File: src/rtl/bcd_pkg.sv
// rtl/bcd_pkg.sv - shared constants and types for the digit-serial BCD subtractor
package bcd_pkg;

    localparam int DIGIT_W = 4;
    localparam logic [4:0] BCD_BASE = 5'd10;
    localparam logic [DIGIT_W-1:0] BCD_MAX = 4'd9;

    typedef logic [DIGIT_W-1:0] digit_t;

    typedef logic [1:0] state_t;
    localparam state_t IDLE = 2'd0;
    localparam state_t CALC = 2'd1;
    localparam state_t DONE = 2'd2;

endpackage

File: src/rtl/bcd_digit_sub.sv
// rtl/bcd_digit_sub.sv - single BCD digit subtract with borrow, combinational
module bcd_digit_sub
    import bcd_pkg::*;
(
    input  digit_t a_d,
    input  digit_t b_d,
    input  logic   bi,
    output digit_t d,
    output logic   bo,
    output logic   bad
);

    logic signed [4:0] t;
    logic signed [4:0] t_fix;

    // a - b - borrow in 5-bit signed; a negative result wraps by adding ten
    always_comb begin
        t     = $signed({1'b0, a_d}) - $signed({1'b0, b_d}) - $signed({4'b0000, bi});
        bo    = 1'b0;
        t_fix = t;
        if (t < 0) begin
            bo    = 1'b1;
            t_fix = t + $signed(BCD_BASE);
        end
        d   = t_fix[3:0];
        bad = (a_d > BCD_MAX) || (b_d > BCD_MAX);
    end

endmodule

File: src/rtl/bcd_sub_serial.sv
// rtl/bcd_sub_serial.sv - digit-serial BCD subtractor A-B-bin, optional BCD_SUB_CHECK_EN digit check
module bcd_sub_serial
    import bcd_pkg::*;
#(
    parameter int NDIG = 2
) (
    input  logic                    clk,
    input  logic                    rst,
    input  logic                    in_valid,
    output logic                    in_ready,
    input  logic [DIGIT_W*NDIG-1:0] a,
    input  logic [DIGIT_W*NDIG-1:0] b,
    input  logic                    bin,
    output logic                    out_valid,
    input  logic                    out_ready,
    output logic [DIGIT_W*NDIG-1:0] diff,
    output logic                    bout,
    output logic                    err
);

    localparam int CNT_W = (NDIG > 1) ? $clog2(NDIG) : 1;
    localparam logic [CNT_W-1:0] LAST = CNT_W'(NDIG - 1);

    state_t                    state_q, state_d;
    logic [DIGIT_W*NDIG-1:0]   opa_q, opa_d;
    logic [DIGIT_W*NDIG-1:0]   opb_q, opb_d;
    logic [DIGIT_W*NDIG-1:0]   diff_q, diff_d;
    logic [CNT_W-1:0]          cnt_q, cnt_d;
    logic                      borrow_q, borrow_d;
    logic                      bout_q, bout_d;

    digit_t cur_a;
    digit_t cur_b;
    digit_t dig_d;
    logic   dig_bo;
    logic   dig_bad;

    // select the operand digits addressed by the counter
    always_comb begin
        cur_a = '0;
        cur_b = '0;
        for (int i = 0; i < NDIG; i++) begin
            if (cnt_q == CNT_W'(i)) begin
                cur_a = opa_q[DIGIT_W*i +: DIGIT_W];
                cur_b = opb_q[DIGIT_W*i +: DIGIT_W];
            end
        end
    end

    bcd_digit_sub u_digit (
        .a_d (cur_a),
        .b_d (cur_b),
        .bi  (borrow_q),
        .d   (dig_d),
        .bo  (dig_bo),
        .bad (dig_bad)
    );

`ifdef BCD_SUB_CHECK_EN
    logic err_q, err_d;
`else
    logic unused_bad;
    assign unused_bad = dig_bad;
`endif

    // next-state: accept in IDLE, one digit per cycle in CALC, hold in DONE
    always_comb begin
        state_d  = state_q;
        opa_d    = opa_q;
        opb_d    = opb_q;
        diff_d   = diff_q;
        cnt_d    = cnt_q;
        borrow_d = borrow_q;
        bout_d   = bout_q;
`ifdef BCD_SUB_CHECK_EN
        err_d    = err_q;
`endif
        case (state_q)
            IDLE: begin
                if (in_valid) begin
                    opa_d    = a;
                    opb_d    = b;
                    borrow_d = bin;
                    diff_d   = '0;
                    bout_d   = 1'b0;
                    cnt_d    = '0;
`ifdef BCD_SUB_CHECK_EN
                    err_d    = 1'b0;
`endif
                    state_d  = CALC;
                end
            end
            CALC: begin
                for (int i = 0; i < NDIG; i++) begin
                    if (cnt_q == CNT_W'(i)) begin
                        diff_d[DIGIT_W*i +: DIGIT_W] = dig_d;
                    end
                end
                borrow_d = dig_bo;
`ifdef BCD_SUB_CHECK_EN
                err_d    = err_q | dig_bad;
`endif
                if (cnt_q == LAST) begin
                    cnt_d   = '0;
                    bout_d  = dig_bo;
                    state_d = DONE;
                end else begin
                    cnt_d = cnt_q + 1'b1;
                end
            end
            DONE: begin
                if (out_ready) begin
                    state_d = IDLE;
                end
            end
            default: state_d = IDLE;
        endcase
    end

    // state registers with synchronous active-high reset
    always_ff @(posedge clk) begin
        if (rst) begin
            state_q  <= IDLE;
            opa_q    <= '0;
            opb_q    <= '0;
            diff_q   <= '0;
            cnt_q    <= '0;
            borrow_q <= 1'b0;
            bout_q   <= 1'b0;
        end else begin
            state_q  <= state_d;
            opa_q    <= opa_d;
            opb_q    <= opb_d;
            diff_q   <= diff_d;
            cnt_q    <= cnt_d;
            borrow_q <= borrow_d;
            bout_q   <= bout_d;
        end
    end

`ifdef BCD_SUB_CHECK_EN
    // sticky non-BCD flag, cleared on the next acceptance
    always_ff @(posedge clk) begin
        if (rst) begin
            err_q <= 1'b0;
        end else begin
            err_q <= err_d;
        end
    end
    assign err = err_q;
`else
    assign err = 1'b0;
`endif

    assign in_ready  = (state_q == IDLE);
    assign out_valid = (state_q == DONE);
    assign diff      = diff_q;
    assign bout      = bout_q;

endmodule

File: config.mk
export PLATFORM = sky130hd
export DESIGN_NAME = bcd_sub_serial
export DESIGN_NICKNAME = d
export VERILOG_FILES = /design/src/rtl/bcd_pkg.sv /design/src/rtl/bcd_digit_sub.sv /design/src/rtl/bcd_sub_serial.sv
export SDC_FILE = /design/constraint.sdc
export NUM_CORES = 1
export LEC_CHECK = 0
export ABC_AREA = 1
export BUFFER_PORTS_ARGS = -buffer_cell sky130_fd_sc_hd__clkbuf_2
export CAP_MARGIN = 5
export CORE_MARGIN = 5
export CORE_UTILIZATION = 48
export CTS_CLUSTER_DIAMETER = 200
export DETAILED_ROUTE_END_ITERATION = 7
export MAX_ROUTING_LAYER = met4
export PLACE_DENSITY_LB_ADDON = 0.3
export SETUP_SLACK_MARGIN = 0.3
export SYNTH_ARGS = -nofsm -noshare
export SYNTH_HDL_FRONTEND = slang
export SYNTH_SLANG_ARGS = --single-unit
export TNS_END_PERCENT = 5
File: constraint.sdc
create_clock -name clk -period 2.31 [get_ports clk]
set_clock_uncertainty 0.1 [all_clocks]
set_input_delay 0.231 -clock clk [delete_from_list [all_inputs] [get_ports clk]]
set_output_delay 0.231 -clock clk [all_outputs]
set_load 0.05 [all_outputs]
==> summary.md, run 1 <==
| Metric | Value |
|---|---|
| Simple-gate share of the synthesized area | `28.9%` |
| Routed WL per cell | `10.2 um` |
| Post-synthesis compound-gate area fraction | `14.0%` |
| Reg2Reg Setup Slack | `0.08 ns` |
| Initial antenna violation count | `0` |
| Peak VDD IR | `0.000485 V` |
| P&R area growth vs syn | `18.9%` |
| GRT Resource Usage Total | `15.0%` |
| Dpl hpwl | `2.23 mm` |
| Static Leak | `0.000843 uW` |
| Maxcap violations | `0` |
| Unique masters post-synth | `30` |
| Max Fanout on Critical Path | `5` |
| Initial Util | `50.7%` |
| Layout fillers | `313` |
| Startpoint Class | `flip-flop` |
| Number of global-route vias before repair | `1121` |
| Area leader, netlist | `dfxtp_1` |
| Fin crit share | `96.5%` |
| FF-to-FF End | `diff[6]$_SDFFE_PP0P_` |
| HP Class | `in -> reg` |
| Max-slew violation count | `0` |
| Post-layout util | `60.3%` |
| Syn_area_per_cell | `7.85 um^2` |
| Mapped Cells | `199` |
| Gpl congestion | `0.765` |
| Initial DRC Count | `42` |
| Ant diodes | `0` |
| Critical Setup Path Class | `reg -> reg` |
| Reg2reg start | `cnt_q$_SDFFE_PP0P_` |
| Width of the die | `67.0 um` |
| Layout cell share with drive strength beyond 1 | `35.6%` |
| Mux contribution to synthesized area | `2.56%` |
| # IOs | `33` |
| Drc violations | `0` |
| Cell Rows | `20` |
| Share of the synthesized area in the top cell type | `37.2%` |
| Core area | `3080 um^2` |
| Post-Syn Area | `1560 um^2` |
| Worst slew pin tran | `0.621 ns` |
| Crit path largest cell delay | `0.41 ns` |
| Clk Latency, worst-skew pair | `0.33 ns` |
| P per Cell Area | `799 nW/um^2` |
| Buf+Inv Stages, Crit Path | `1` |
| Synth Register Bits | `29` |
| Setup crit end | `diff[6]$_SDFFE_PP0P_` |
| Ranking of synthesized cells by area | `dfxtp_1 37%, nor2_1 8.7%, nand2_1 7.7%` |
| Via/cell ratio | `4.66` |
| Post-Syn Nets | `227` |
| Total negative slack | `0 ns` |
| Port Buf Inserts | `31` |
| Drt pass-1 iters | `4` |
| Ys Warns | `0` |
| First-pass GRT wire length | `4.88 mm` |
| R2R depth | `12` |
| Most frequent cells in the layout | `34 x nor2_1, 31 x clkbuf_2, 28 x dfxtp_1` |
| Num CTS Buffers | `5` |
| Maximum achievable frequency | `448 MHz` |
| Crit path launch | `cnt_q$_SDFFE_PP0P_` |
| Area share of fa/ha/maj cells after synthesis | `6.57%` |
| Fin nets | `260` |
| Status | `finished clean` |
| Seq/Total Area, Yosys | `37.2%` |
| Required time worst endpoint | `2.48 ns` |
| RSZ-0062 raised after global routing | `true` |
| Placed Cells | `269` |
| Fin crit period | `2.23 ns` |
| Die ar. | `4490 um^2` |
| Layout Cells excl Fill | `277` |
| # setup viols final | `0` |
| Most common cell after layout, fill and taps aside | `nor2_1` |
| CP delay by family, top | `adder cells` |
| Crit path DAT | `2.40 ns` |
| Hold Violations, Final | `0` |
| CTS tree | `yes` |
| Register clock-pin slew on the reported worst setup and hold paths | `0.09 ns` |
| Setup crit end kind | `flip-flop` |
| H-tree depth | `2` |
| Largest family of logic cells by synthesized area | `simple AND/OR/NAND/NOR gates` |
| WL final | `2.83 mm` |
| Routed Antenna Nets | `0` |
| Worst-path cell chain | `inv_2 -> nand2_2 -> nand2_2 -> fa_2 -> fa_2 -> nand2_1 -> nand2_2 -> ha_4 -> nand3_1 -> nand2_1 -> nand2_1 -> a21oi_1` |
| Cell chosen for the clock root | `clkbuf_4` |
| Max Buffers Root-to-Sink | `2` |
| Overall power | `1480 uW` |
| Max-slew headroom | `58.5%` |
| Levels on crit path | `12` |
| GR Overflow Total | `0` |
| Largest net degree at the start of global routing | `23` |
| Worst hold start | `a[3]` |
| Hold path depth | `3` |
| Slowest CP cell | `fa_2` |
| Die Ht | `67.0 um` |
| Vias | `1290` |
| Clock sink count | `29` |
| Post-Synth XOR/XNOR Area | `0%` |
[state kept, by name (all words and copies together) (netlist names)]
register and count:
borrow_q 1, diff 8, opa_q 8, opb_q 8
bout 1, state_q 2, cnt_q 1
[metrics by stage]
step           instance area (um^2)  hold slack (ns)  setup slack (ns)
2_1_floorplan                  1590            0.276             0.136
3_3_place_gp                   1750            0.353             0.128
3_5_place_dp                   1750            0.357            0.0953
4_1_cts                        1810           0.0216            0.0882
5_1_grt                        1860           0.0314           -0.0430
6_report                       1860           0.0339            0.0802
[where the power goes]
group	internal (uW)	switching, uW
Combinational	221	392
Sequential	549	27.3
Clock	114	180
Total	885	600
[worst min-delay path: stages]
cell and delay, ns:
clkbuf_2 0.07, o21ai_1 0.06, nor2_1 0.07
[cells in the mapped netlist (all sizes together)]
cell / n
buf: 7
a21oi: 12
clkbuf: 1
mux2i: 4
fa: 2
conb: 1
inv: 22
dfxtp: 29
o21ai: 23
nand2: 41
ha: 5
and2: 1
nor2: 39
nand3: 10
nand3b: 1
a31oi: 1
[layout make-up]
class | count | area (um^2) | share of cell area, %
timing repair buffer | 34 | 178 | 9.57
clock inverter | 3 | 17.5 | 0.943
inverter | 22 | 97.6 | 5.26
clock buffer | 5 | 37.5 | 2.02
sequential | 29 | 584 | 31.5
tap | 44 | 55.1 | 2.96
multi-input combinational | 140 | 887 | 47.8
[timing repair]
| item | in CTS | in global routing |
|---|---|---|
| pin swaps | 0 | 2 |
| buffers inserted | 0 | 0 |
| resized for setup | 2 | 12 |
| hold buffers | 0 | 0 |
| endpoints found under the setup margin | 8 | 8 |
[kinds of logic after synthesis]
family / Yosys count
buffers and inverters: 30
AOI/OAI and AO/OA: 36
other: 1
adders and majority gates: 7
and+or+nand+nor: 92
DFF: 29
muxes: 4
[how the worst min path moves through the flow]
stage / endpoint / slack (ns)
finish: opa_q[3]$_SDFFE_PP0P_ / 0.03
CTS: opa_q[3]$_SDFFE_PP0P_ / 0.02
floorplan: opa_q[3]$_SDFFE_PP0P_ / 0.28
global route: opb_q[7]$_SDFFE_PP0P_ / 0.03
detailed placement: diff[4]$_SDFFE_PP0P_ / 0.36
global placement: diff[4]$_SDFFE_PP0P_ / 0.35
[layer usage]
metal | vias to the layer above | routed length [um] | track usage [%] | share of wire (%)
met5 | - | 0 | - | 0
met4 | 0 | 51 | 6.08 | 1.8
met3 | 8 | 162 | 5.56 | 5.7
met2 | 29 | 1370 | 23.7 | 48
met1 | 553 | 1250 | 17.0 | 44
li1 | 700 | - | - | -
Note: power is estimated with default switching activity, not from simulation.
==> inputs of run 2 (changes only) <==
--- a/config.mk
+++ b/config.mk
@@ -14,6 +14,7 @@
 export DETAILED_ROUTE_END_ITERATION = 7
 export MAX_ROUTING_LAYER = met4
 export PLACE_DENSITY_LB_ADDON = 0.3
+export RECOVER_POWER = 100
 export SETUP_SLACK_MARGIN = 0.3
 export SYNTH_ARGS = -nofsm -noshare
 export SYNTH_HDL_FRONTEND = slang
==> run 2 against run 1 <==
Against the previous run: die area is the same; sequential cell count stayed put; register-to-register slack about the same; largest cell class unchanged; largest power group unchanged.
==> summary.md, run 2 (synthesized netlist as in run 1, its figures left out) <==
| Metric | Value |
|---|---|
| Gpl congestion | `0.765` |
| Initial Util | `50.7%` |
| FF-to-FF End | `diff[6]$_SDFFE_PP0P_` |
| Largest net degree at the start of global routing | `23` |
| Most common cell after layout, fill and taps aside | `nor2_1` |
| Cell Rows | `20` |
| Max-slew violation count | `0` |
| GR Overflow Total | `0` |
| Die Ht | `67.0 um` |
| Layout Cells excl Fill | `277` |
| Max Buffers Root-to-Sink | `2` |
| # IOs | `33` |
| GRT Resource Usage Total | `15.0%` |
| Maxcap violations | `0` |
| Worst-path cell chain | `inv_2 -> nand2_2 -> nand2_2 -> fa_2 -> fa_2 -> nand2_1 -> nand2_2 -> ha_4 -> nand3_1 -> nand2_1 -> nand2_1 -> a21oi_1` |
| Maximum achievable frequency | `449 MHz` |
| Hold Violations, Final | `0` |
| Core area | `3080 um^2` |
| # setup viols final | `0` |
| Setup crit end kind | `flip-flop` |
| Number of global-route vias before repair | `1121` |
| P&R area growth vs syn | `17.0%` |
| Total negative slack | `0 ns` |
| Die ar. | `4490 um^2` |
| WL final | `2.86 mm` |
| Status | `finished clean` |
| Post-Place Worst Slack | `0.0953 ns` |
| Initial DRC Count | `45` |
| CTS tree | `yes` |
| Max Fanout on Critical Path | `5` |
| Buf+Inv Stages, Crit Path | `1` |
| Required time worst endpoint | `2.48 ns` |
| CP delay by family, top | `adder cells` |
| Startpoint Class | `flip-flop` |
| Fin crit period | `2.23 ns` |
| Worst hold start | `a[3]` |
| Routed Antenna Nets | `0` |
| RSZ-0062 raised after global routing | `true` |
| Cell chosen for the clock root | `clkbuf_4` |
| Crit path DAT | `2.40 ns` |
| Layout fillers | `324` |
| Width of the die | `67.0 um` |
| Reg2Reg Setup Slack | `0.08 ns` |
| Fin nets | `260` |
| Num CTS Buffers | `5` |
| P per Cell Area | `806 nW/um^2` |
| HP Class | `in -> reg` |
| Drt pass-1 iters | `4` |
| Clock sink count | `29` |
| Layout cell share with drive strength beyond 1 | `30.5%` |
| Worst slew pin tran | `0.624 ns` |
| Clk Latency, worst-skew pair | `0.33 ns` |
| Crit path largest cell delay | `0.41 ns` |
| Vias | `1285` |
| Placed cell area | `1750 um^2` |
| First-pass GRT wire length | `4.88 mm` |
| Via/cell ratio | `4.64` |
| Peak VDD IR | `0.000485 V` |
| Hold Buf Count CTS | `0` |
| Critical Setup Path Class | `reg -> reg` |
| Max-slew headroom | `58.1%` |
| Ant diodes | `0` |
| Slowest CP cell | `fa_2` |
| Dpl hpwl | `2.23 mm` |
| Post-route design area | `1830 um^2` |
| R2R depth | `12` |
| Port Buf Inserts | `31` |
| Crit path launch | `cnt_q$_SDFFE_PP0P_` |
| Reg2reg start | `cnt_q$_SDFFE_PP0P_` |
| Post-CTS setup buffers | `0` |
| Levels on crit path | `12` |
| Setup ws final | `0.0814 ns` |
| Most frequent cells in the layout | `35 x nor2_1, 28 x dfxtp_1, 27 x nand2_1` |
| Fin crit share | `96.5%` |
| Register clock-pin slew on the reported worst setup and hold paths | `0.09 ns` |
| Placed Cells | `269` |
| Static Leak | `0.000797 uW` |
| Routed WL per cell | `10.3 um` |
| H-tree depth | `2` |
| Initial antenna violation count | `0` |
| Drc violations | `0` |
| Setup crit end | `diff[6]$_SDFFE_PP0P_` |
-- run 2: changes by cell type in the layout (fill, tap and decap cells not counted) --
cell | previous run | this run
nor2_1 | 34 | 35
clkbuf_2 | 31 | 20
inv_2 | 3 | 4
clkinvlp_2 | 0 | 1
inv_8 | 2 | 0
nor2_2 | 3 | 2
clkbuf_1 | 0 | 11
-- run 2: worst min-delay path by stage --
stage | end | slack, ns | cells past startpoint
after floorplan | opa_q[3]$_SDFFE_PP0P_ | 0.28 | 2
after global placement | diff[4]$_SDFFE_PP0P_ | 0.35 | 2
after detailed placement | diff[4]$_SDFFE_PP0P_ | 0.36 | 2
after CTS | opa_q[3]$_SDFFE_PP0P_ | 0.02 | 3
after global routing | opb_q[7]$_SDFFE_PP0P_ | 0.03 | 3
final | opa_q[3]$_SDFFE_PP0P_ | 0.03 | 3
-- run 2: area by class of cell --
cell class              instances  area, um^2  area share (%)
clock buffers                   5        37.5            2.05
clock inverters                 3        17.5           0.959
inverters                      22        83.8            4.59
flip-flops and latches         29         584            32.0
multi-input cells             140         885            48.4
repair buffers                 34         164            8.97
well taps                      44        55.1            3.01
-- run 2: report_power, final --
group	total [uW]	internal, uW	switching (uW)	leakage, uW
clock	294	114	180	0.0000310
combinational	602	214	388	0.000526
sequential	576	549	26.8	0.000240
total	1470	877	595	0.000797
-- run 2: routing by layer --
metal  wire [um]  vias to the layer above  global-route usage [%]
li1            -                      697                       -
met1        1260                      551                    17.0
met2        1370                       29                    23.7
met3         171                        8                    5.56
met4          51                        0                    6.08
met5           0                        -                       -
-- run 2: worst reg2reg max path, stage by stage (launching register included) --
cell,delay (ns)
dfxtp_4,0.38
inv_2,0.04
nand2_2,0.05
nand2_2,0.06
fa_2,0.41
fa_2,0.36
nand2_1,0.09
nand2_2,0.08
ha_4,0.26
nand3_1,0.07
nand2_1,0.07
nand2_1,0.07
a21oi_1,0.13
-- run 2: stage by stage --
stage	utilization [%]	hold slack, ns	power [uW]
after floorplan	-	0.276	1060
after global placement	56.8	0.353	1140
after detailed placement	56.8	0.357	1150
after CTS	58.8	0.0216	1450
after global routing	59.3	0.0314	1580
final	59.3	0.0335	1470
-- run 2: repair_timing --
item	in CTS	in global routing
cloned	0	0
resized for setup	2	12
endpoints found under the setup margin	8	8
pin swaps	0	2
==> inputs of run 3 (changes only) <==
--- a/config.mk
+++ b/config.mk
@@ -5,11 +5,10 @@
 export SDC_FILE = /design/constraint.sdc
 export NUM_CORES = 1
 export LEC_CHECK = 0
-export ABC_AREA = 1
 export BUFFER_PORTS_ARGS = -buffer_cell sky130_fd_sc_hd__clkbuf_2
 export CAP_MARGIN = 5
 export CORE_MARGIN = 5
-export CORE_UTILIZATION = 48
+export CORE_UTILIZATION = 47
 export CTS_CLUSTER_DIAMETER = 200
 export DETAILED_ROUTE_END_ITERATION = 7
 export MAX_ROUTING_LAYER = met4
==> run 3 against run 2 <==
Against the previous run: sequential share of layout area grew 1.7 points; synthesized area shrank 10%; critical path type unchanged; routed wire length grew 2.3%; the flow now finishes with violations (negative setup slack); die area shrank 7.3%; cell count shrank 14%; largest power group is now sequential cells; worst setup slack lost 0.35 ns.
==> summary.md, run 3 <==
| Metric | Value |
|---|---|
| Status | `finished with violations` |
| Failing checks | `negative setup slack` |
| Area leader, netlist | `dfxtp_1` |
| Cell Rows | `19` |
| Startpoint Class | `flip-flop` |
| GR Overflow Total | `0` |
| P&R area growth vs syn | `23.9%` |
| Vias | `1213` |
| Via/cell ratio | `5.12` |
| Largest net degree at the start of global routing | `32` |
| Die ar. | `4170 um^2` |
| Setup ws final | `-0.271 ns` |
| Register clock-pin slew on the reported worst setup and hold paths | `0.09 ns` |
| Layout fillers | `280` |
| Post-CTS setup buffers | `0` |
| Max-slew violation count | `0` |
| Post-Place Worst Slack | `-0.323 ns` |
| Post-layout util | `61.8%` |
| Layout cell share with drive strength beyond 1 | `23.8%` |
| Worst-path cell chain | `mux2_4 -> fa_2 -> fa_2 -> nand2b_4 -> a22o_1 -> o21bai_1 -> xnor2_1 -> o41ai_2` |
| H-tree depth | `2` |
| EDFF count, synth | `0` |
| Initial antenna violation count | `0` |
| Post-Syn Area | `1400 um^2` |
| Crit-path most repeated cell | `fa_2` |
| R2R depth | `8` |
| # setup viols final | `8` |
| Overall power | `1370 uW` |
| Syn_area_per_cell | `8.43 um^2` |
| Initial DRC Count | `24` |
| Critical Setup Path Class | `reg -> reg` |
| Max Fanout on Critical Path | `5` |
| Setup crit end | `diff[7]$_SDFFE_PP0P_` |
| Fin nets | `233` |
| Most common cell after layout, fill and taps aside | `nand2_1` |
| Mapped Cells | `166` |
| Share of the synthesized area in the top cell type | `41.5%` |
| Hold Violations, Final | `0` |
| # IOs | `33` |
| Drc violations | `0` |
| Synth Register Bits | `29` |
| Max Buffers Root-to-Sink | `2` |
| Cell chosen for the clock root | `clkbuf_4` |
| GRT Resource Usage Total | `15.6%` |
| Ys Warns | `0` |
| Initial Util | `49.9%` |
| Hold Buf Count CTS | `0` |
| Peak VDD IR | `0.000419 V` |
| Layout Cells excl Fill | `237` |
| Maxcap violations | `0` |
| Count leader, synth | `nand2_1` |
| Crit path largest cell delay | `0.41 ns` |
| Clock sink count | `29` |
| First-pass GRT wire length | `4.93 mm` |
| Ant diodes | `0` |
| Static Leak | `0.000736 uW` |
| Clk Latency, worst-skew pair | `0.32 ns` |
| Most frequent cells in the layout | `38 x nand2_1, 28 x dfxtp_1, 23 x a21oi_1` |
| Setup crit end kind | `flip-flop` |
| Number of global-route vias before repair | `1176` |
| Commonest cells post-synth | `38 x nand2_1, 29 x dfxtp_1, 24 x a21oi_1` |
| Routed WL per cell | `12.3 um` |
| Die Ht | `64.6 um` |
| Max-slew headroom | `57.9%` |
| Post-Syn Nets | `194` |
| Core area | `2810 um^2` |
| Fin crit period | `2.58 ns` |
| Main flop type after synthesis | `dfxtp_1` |
| Routed Antenna Nets | `0` |
| Dpl hpwl | `2.24 mm` |
| Seq/Total Area, Yosys | `41.5%` |
| Fin crit share | `112%` |
| HP Class | `in -> reg` |
| Placed Cells | `229` |
| Drt pass-1 iters | `4` |
| Maximum achievable frequency | `387 MHz` |
| Reg2Reg Setup Slack | `-0.27 ns` |
| Gpl congestion | `0.795` |
| RSZ-0062 raised after global routing | `true` |
| Post-synth ARST share | `0%` |
| Crit path launch | `cnt_q$_SDFFE_PP0P_` |
| Num CTS Buffers | `5` |
| Width of the die | `64.6 um` |
| WL final | `2.92 mm` |
| Slowest CP cell | `fa_2` |
| FF-to-FF End | `diff[7]$_SDFFE_PP0P_` |
| Required time worst endpoint | `2.43 ns` |
| Worst slew pin tran | `0.631 ns` |
| Unique masters post-synth | `34` |
| P per Cell Area | `788 nW/um^2` |
| CTS tree | `yes` |
| Crit path DAT | `2.70 ns` |
| Ranking of synthesized cells by area | `dfxtp_1 42%, nand2_1 10%, a21oi_1 8.6%` |
| Port Buf Inserts | `31` |
| Reg2reg start | `cnt_q$_SDFFE_PP0P_` |
-- run 3: cell count changes in the layout (fill, tap and decap cells not counted), sizes merged, moves of 4 or more --
| cell | delta |
|---|---|
| o21ai | -20 |
| mux2 | +4 |
| buf | +4 |
| nand3 | -10 |
| nor2 | -26 |
| nand2b | +7 |
| a21oi | +13 |
| inv | -17 |
-- run 3: critical path: cells and delay by family, from the launching register on --
kind / cells / cell delay, ns
fa+ha+maj: 2 / 0.78
compound gates: 3 / 0.62
flops: 1 / 0.38
mux: 1 / 0.31
simple gates: 1 / 0.18
xor+xnor: 1 / 0.12
-- run 3: how the worst min path moves through the flow --
stage | startpoint | end | cells after the start
CTS | b[4] | opb_q[4]$_SDFFE_PP0P_ | 3
detailed placement | diff[2]$_SDFFE_PP0P_ | diff[2]$_SDFFE_PP0P_ | 2
finish | b[4] | opb_q[4]$_SDFFE_PP0P_ | 3
global placement | diff[1]$_SDFFE_PP0P_ | diff[1]$_SDFFE_PP0P_ | 2
floorplan | rst | diff[3]$_SDFFE_PP0P_ | 1
global route | b[4] | opb_q[4]$_SDFFE_PP0P_ | 3
-- run 3: layout make-up --
| type | instances | area, um^2 | share of cell area [%] |
|---|---|---|---|
| clock buffer | 7 | 65.1 | 3.75 |
| inverter | 4 | 15.0 | 0.866 |
| multi-input combinational | 126 | 827 | 47.7 |
| timing repair buffer | 39 | 198 | 11.4 |
| sequential | 29 | 584 | 33.7 |
| clock inverter | 1 | 5.00 | 0.289 |
| tap | 31 | 38.8 | 2.24 |
-- run 3: kinds of logic (layout without fill, tap and decap cells) --
kind of cell | Yosys count | count (layout) | share of synthesized area (%)
other | 1 | 1 | 0.268
AOI/OAI and AO/OA | 41 | 41 | 17.8
DFF | 29 | 29 | 41.5
xor gates and xnor gates | 4 | 4 | 3.49
adders and majority gates | 7 | 7 | 7.33
buffers and inverters | 11 | 51 | 3.31
muxes | 8 | 8 | 6.35
and+or+nand+nor | 65 | 65 | 19.9
-- run 3: layer usage --
metal	share of wire (%)	track usage [%]	vias up
met5	0	-	-
met4	1.0	3.96	0
met3	6.3	5.87	3
met2	49	27.2	32
met1	44	16.7	543
li1	-	-	635
-- run 3: stage by stage --
stage                     hold WS, ns  setup TNS, ns  cell area, um^2
after floorplan                 0.233          -1.27             1430
after global placement          0.338         -0.835             1640
after detailed placement        0.347          -1.52             1640
after CTS                     0.00249          -1.55             1720
after global routing          0.00626          -2.24             1730
final                          0.0181          -1.36             1730
-- run 3: power by group --
group	internal, uW	switching [uW]
Sequential	535	21.6
Clock	176	173
Combinational	205	254
-- run 3: repair_timing --
item	in CTS	in global routing
pin swaps	0	2
resized for setup	1	5
setup endpoints to repair	8	8
